## src/rtl/game_sequencer_if.sv

```systemverilog
// Sound request handshake between the game sequencer (master) and the sound player (slave).
interface game_sequencer_if;
   logic [1:0] sound_sel;
   logic       sound_valid;
   logic       sound_ready;

   modport master (output sound_sel, output sound_valid, input sound_ready);
   modport slave  (input sound_sel, input sound_valid, output sound_ready);
endinterface

```

## src/rtl/game_sequencer.sv

```systemverilog
// Frogger-style game flow FSM: menu, play, death/level-up holds, win/game over, sound requests.
// Define GAME_SEQUENCER_PAUSE_EN to enable the PAUSED state (all four d-pad bits pressed).
module game_sequencer #(
   parameter int NUM_LEVELS  = 8,
   parameter int NUM_LIVES   = 3,
   parameter int HOLD_FRAMES = 60
) (
   input  logic              clk,
   input  logic              reset,
   input  logic              frame_tick,
   input  logic [3:0]        dpad_input,
   input  logic              collision,
   input  logic              reached_end,
   output logic [2:0]        state,
   output logic [3:0]        level,
   output logic [2:0]        lives,
   output logic              win,
   output logic              lose,
   game_sequencer_if.master  snd
);

   localparam logic [2:0] S_MENU      = 3'd0;
   localparam logic [2:0] S_PLAYING   = 3'd1;
   localparam logic [2:0] S_DYING     = 3'd2;
   localparam logic [2:0] S_LEVEL_UP  = 3'd3;
   localparam logic [2:0] S_GAME_OVER = 3'd4;
   localparam logic [2:0] S_WIN       = 3'd5;
`ifdef GAME_SEQUENCER_PAUSE_EN
   localparam logic [2:0] S_PAUSED    = 3'd6;
`endif

   localparam logic [1:0] SND_UI_PRESS    = 2'd0;
   localparam logic [1:0] SND_NEXTLEVEL   = 2'd1;
   localparam logic [1:0] SND_CRASH       = 2'd2;
   localparam logic [1:0] SND_CELEBRATION = 2'd3;

   localparam logic [3:0] LAST_LEVEL = 4'(NUM_LEVELS - 1);
   localparam logic [2:0] LIVES_INIT = 3'(NUM_LIVES);
   localparam logic [7:0] HOLD_LAST  = 8'(HOLD_FRAMES - 1);

   logic [3:0] prev_dpad;
   logic [7:0] hold_cnt;
   logic       press;

   logic [2:0] next_state;
   logic [3:0] next_level;
   logic [2:0] next_lives;
   logic [7:0] next_hold;
   logic       ev;
   logic [1:0] ev_sel;

   // A press is the rising edge of "any direction held", so holding the pad never repeats.
   assign press = (dpad_input != 4'd0) && (prev_dpad == 4'd0);

   always_comb begin
      // NOTE: every combinational output gets a default first so no path can infer a latch.
      next_state = state;
      next_level = level;
      next_lives = lives;
      next_hold  = hold_cnt;
      ev         = 1'b0;
      ev_sel     = SND_UI_PRESS;
      case (state)
         S_MENU: begin
            if (press) begin
               next_state = S_PLAYING;
               next_level = 4'd0;
               next_lives = LIVES_INIT;
               ev         = 1'b1;
               ev_sel     = SND_UI_PRESS;
            end
         end
         S_PLAYING: begin
            if (collision) begin
               next_state = S_DYING;
               next_hold  = 8'd0;
               if (lives != 3'd0) next_lives = lives - 3'd1;
               ev         = 1'b1;
               ev_sel     = SND_CRASH;
            end else if (reached_end) begin
               next_hold = 8'd0;
               ev        = 1'b1;
               if (level == LAST_LEVEL) begin
                  next_state = S_WIN;
                  ev_sel     = SND_CELEBRATION;
               end else begin
                  next_state = S_LEVEL_UP;
                  ev_sel     = SND_NEXTLEVEL;
               end
            end
`ifdef GAME_SEQUENCER_PAUSE_EN
            else if (press && dpad_input == 4'b1111) begin
               next_state = S_PAUSED;
            end
`endif
         end
         S_DYING, S_LEVEL_UP: begin
            if (frame_tick) begin
               if (hold_cnt == HOLD_LAST) begin
                  next_hold = 8'd0;
                  if (state == S_DYING) begin
                     next_state = (lives != 3'd0) ? S_PLAYING : S_GAME_OVER;
                  end else begin
                     next_state = S_PLAYING;
                     if (level != LAST_LEVEL) next_level = level + 4'd1;
                  end
               end else begin
                  next_hold = hold_cnt + 8'd1;
               end
            end
         end
         S_GAME_OVER, S_WIN: begin
            // level and lives stay visible on the end screens until the next game starts
            if (press) begin
               next_state = S_MENU;
               ev         = 1'b1;
               ev_sel     = SND_UI_PRESS;
            end
         end
`ifdef GAME_SEQUENCER_PAUSE_EN
         S_PAUSED: begin
            if (press && dpad_input == 4'b1111) next_state = S_PLAYING;
         end
`endif
         default: next_state = S_MENU;
      endcase
   end

   // NOTE: sequential state uses non-blocking assignments so every register samples pre-edge values.
   always_ff @(posedge clk) begin
      if (reset) begin
         state           <= S_MENU;
         level           <= 4'd0;
         lives           <= LIVES_INIT;
         win             <= 1'b0;
         lose            <= 1'b0;
         snd.sound_sel   <= SND_UI_PRESS;
         snd.sound_valid <= 1'b0;
         hold_cnt        <= 8'd0;
         prev_dpad       <= 4'd0;
      end else begin
         state     <= next_state;
         level     <= next_level;
         lives     <= next_lives;
         hold_cnt  <= next_hold;
         prev_dpad <= dpad_input;
         win       <= (next_state == S_WIN);
         lose      <= (next_state == S_GAME_OVER);
         // A new event wins over an accept in the same cycle: latest sound stays pending.
         if (ev) begin
            snd.sound_sel   <= ev_sel;
            snd.sound_valid <= 1'b1;
         end else if (snd.sound_valid && snd.sound_ready) begin
            snd.sound_valid <= 1'b0;
         end
      end
   end

endmodule

```

## src/flat_wrapper.sv

```systemverilog
// flat-port wrapper written by rule: the top's interface ports become plain ports
module game_sequencer_flat 
#(
   parameter int NUM_LEVELS  = 8,
   parameter int NUM_LIVES   = 3,
   parameter int HOLD_FRAMES = 60
)
  (clk, reset, frame_tick, dpad_input, collision, reached_end, state, level, lives, win, lose, snd_sound_sel, snd_sound_valid, snd_sound_ready);
  game_sequencer_if snd_i ();
  input  logic clk;
  input  logic reset;
  input  logic frame_tick;
  input  logic [3:0] dpad_input;
  input  logic collision;
  input  logic reached_end;
  output logic [2:0] state;
  output logic [3:0] level;
  output logic [2:0] lives;
  output logic win;
  output logic lose;
  output wire logic [$bits(snd_i.sound_sel)-1:0] snd_sound_sel;
  output wire logic [$bits(snd_i.sound_valid)-1:0] snd_sound_valid;
  input wire logic [$bits(snd_i.sound_ready)-1:0] snd_sound_ready;
  assign snd_sound_sel = snd_i.sound_sel;
  assign snd_sound_valid = snd_i.sound_valid;
  assign snd_i.sound_ready = snd_sound_ready;
  game_sequencer #(.NUM_LEVELS(NUM_LEVELS), .NUM_LIVES(NUM_LIVES), .HOLD_FRAMES(HOLD_FRAMES)) u_core (.clk(clk), .reset(reset), .frame_tick(frame_tick), .dpad_input(dpad_input), .collision(collision), .reached_end(reached_end), .state(state), .level(level), .lives(lives), .win(win), .lose(lose), .snd(snd_i));
endmodule
```

## config.mk

```make
export PLATFORM = sky130hd
export DESIGN_NAME = game_sequencer_flat
export DESIGN_NICKNAME = d
export VERILOG_FILES = /design/src/rtl/game_sequencer_if.sv /design/src/rtl/game_sequencer.sv /design/src/flat_wrapper.sv
export SDC_FILE = /design/constraint.sdc
export NUM_CORES = 1
export LEC_CHECK = 0
export CAP_MARGIN = 10
export CORE_MARGIN = 8
export CORE_UTILIZATION = 40
export DETAILED_ROUTE_END_ITERATION = 16
export PLACE_DENSITY = 0.63
export SYNTH_ARGS = -nofsm -noshare
export SYNTH_HDL_FRONTEND = slang
export SYNTH_SLANG_ARGS = --single-unit
```

## constraint.sdc

```tcl
create_clock -name clk -period 2.3 [get_ports clk]
set_input_delay 0.575 -clock clk [delete_from_list [all_inputs] [get_ports clk]]
set_output_delay 0.575 -clock clk [all_outputs]
set_load 0.01 [all_outputs]
```

==> metrics.txt <==
GRT overflow 0; die width 73.9 um; CP Buf/Inv Count 1; DR pass1 iterations 4; area of the mapped netlist roughly 1300 um2; Starting DRT DRC Count 44; crit-path cells clkdlybuf4s50_1; Clock transition at path regs ~0.15 ns; Antenna Cells 0; Die Ht about 74 um; maximum vdd drop approximately 0.22 mV; first-pass GRT wire length roughly 5800 um; Ports 25; Total Wirelength 3230 um; H-tree levels 1; Final Hold Fails 0; Post-CTS Repair Setup Buffers 0; Post-synth top cells 27 x dfxtp_1, 17 x a21oi_1, 14 x nor2_1; stages on the worst setup path 1; r2r worst-path depth 5; RSZ-0062 raised after global routing false; CP Launch Type register; worst-margin pin slew 0.591 ns; PnR Total Power slightly above 0.8 mW; CTS Sinks 27; antenna viol nets, final 0; Async SR Flop Fraction 0%; worst-path fanout max 15; Max transition margin between 60% and 70%; reg-to-reg startpoint u_core.hold_cnt[0]$_SDFFE_PP0P_; largest net degree at the start of global routing 16; root buf cell clkbuf_4; Slowest Stage Delay on Critical Path roughly 0.64 ns; worst hold path depth 2; routed vias/inst 5.38; Inserted Clock Buffers 3; CP Capture Type output pin; Resized cells post-CTS 0; Hold Startpoint u_core.hold_cnt[5]$_SDFFE_PP0P_; nets@finish roughly 200; LEAKAGE around 0.59 nW; total vias in the final route around 1,200; Yosys warnings 0; vias in the first global route approximately 1,300; routed len/inst approximately 14 um; sequential cell area fraction in the yosys report 40.3%; status finished clean; Port-buffer cells 24; Post-Synthesis Cells about 160; Max Root-Sink Buffers 2; Arrival @ worst endpoint about 1.6 ns; cell with the most instances after synthesis dfxtp_1; hold crit path type reg2reg; Top Family by Delay on Critical Path flip-flops; area leader, netlist dfxtp_1; Netlist cell types 38; routability cong. roughly 0.77; Final Critical Period roughly 2.2 ns; number of synthesized flops with an enable pin 0; clk_lat worst skew approximately 0.33 ns; Filler Cell Count 318; Tcrit/Tclk final between 90% and 100%; CP Launch Point u_core.state[1]$_SDFF_PP0_; post-synth top area share roughly two fifths; fmax 0.458 GHz; Post-route DRC 0; starting density of the core 40.8%; final clock skew ~0.004 ns; Synth Area per Inst between 8 and 9 um2; ys flop type dfxtp_1; Setup CP Type reg2out; Placement Rows 21; core area about 3300 um2; setup TNS 0 ns; Worst Path Required 1.73 ns; gr usage total about an eighth; die area about 5500 um2; Power Density 492 nW/um2; setup violators final 0; hold buffers post-CTS 0; max_cap viols 0; synth top area cells dfxtp_1 40%, a21oi_1 6.3%, nor2_1 3.9%, ha_1 3.7%, or3_1 3.3%; Area Growth Syn to Fin 25.6%; hpwl dp 2450 um; antenna violations before repair 0; Pins Over Slew Limit 0; Slowest-stage cell, CP dfxtp_1; post-synth net total roughly 170; layout cell share with drive strength beyond 1 approximately 7.5%; CTS tree yes; Seq cells post-synth 27
## per-layer routing
layer / GRT usage, % / part of all wire [%]
met3: 3.96 / 5.7
met1: 15.2 / 45
met4: 4.43 / 1.3
met5: 0 / 0
met2: 22.7 / 48
## sequential cells by signal, indices dropped and copies added, names as in the netlist
register	count
u_core.hold_cnt	8
u_core.level	4
u_core.prev_dpad	4
u_core.lives	3
u_core.state	3
u_core.snd.sound_sel	2
u_core.lose	1
u_core.snd.sound_valid	1
u_core.win	1
## cells by family (layout without fill, tap and decap cells)
family,count (synthesis),after routing,share of synthesized area (%)
compound gates,42,42,19.2
xor+xnor,1,1,0.654
fa+ha+maj,4,4,3.73
buf+inv,15,43,4.29
flops,27,27,40.3
simple gates,69,69,31.7
## metrics by stage
step / cell area [um2] / std cells / hold slack [ns] / utilization [%] / setup WS, ns
6_report: 1680 / 232 / 0.485 / 51.2 / 0.118
5_1_grt: 1680 / 232 / 0.525 / 51.2 / 0.0239
4_1_cts: 1680 / 232 / 0.492 / 51.2 / 0.0967
3_5_place_dp: 1660 / 228 / 0.472 / 50.4 / -0.0750
3_3_place_gp: 1660 / 228 / 0.457 / 50.4 / -0.0662
2_1_floorplan: 1340 / 158 / 0.448 / - / 0.363
## layout by cell type, fill, tap and decap left out, drive strengths merged, types with 2 or more instances in the layout
cell           synthesis  final
nand2b                 3      3
dfxtp                 27     27
nor2b                  6      6
clkdlybuf4s50          0     24
nor3                   3      3
o31ai                  4      4
and3                   3      3
a211oi                 2      2
clkbuf                 4      3
o21ai                  8      8
or3                    7      7
nor2                  14     14
nand3                  4      4
nand3b                 3      3
and4b                  2      2
inv                   10     10
a21oi                 17     17
a2bb2oi                2      2
nand2                  8      8
or4                    5      5
a21o                   3      3
buf                    1      5
nor4                   2      2
nand4                  4      4
ha                     4      4
o221ai                 2      2
## final cells by class
cell class                      count  area [um2]  share of cell area (%)
Clock buffer                        3        22.5                    1.34
Timing Repair Buffer               29         278                    16.5
Sequential cell                    27         541                    32.1
Tap cell                           46        57.6                    3.42
Inverter                           10        37.5                    2.23
Clock inverter                      1        5.00                   0.297
Multi-Input combinational cell    116         742                    44.1
## final timing paths
path                                           to  slack [ns]
setup / recovery                         state[1]        0.12
hold / removal    u_core.hold_cnt[5]$_SDFFE_PP0P_        0.48
setup reg to reg       u_core.state[2]$_SDFF_PP0_        0.41
hold reg to reg   u_core.hold_cnt[5]$_SDFFE_PP0P_        0.48
## report_power, final
part / total (mW) / internal (mW) / switching [mW]
clock: 0.208 / 0.0653 / 0.143
sequential: 0.496 / 0.481 / 0.0152
combinational: 0.125 / 0.0645 / 0.0605
## worst min-delay path, stage by stage, from the launching register on
cell     delay, ns
dfxtp_1       0.35
o31ai_1       0.06
a21oi_1       0.05
Power figures use the tool's default switching activity.
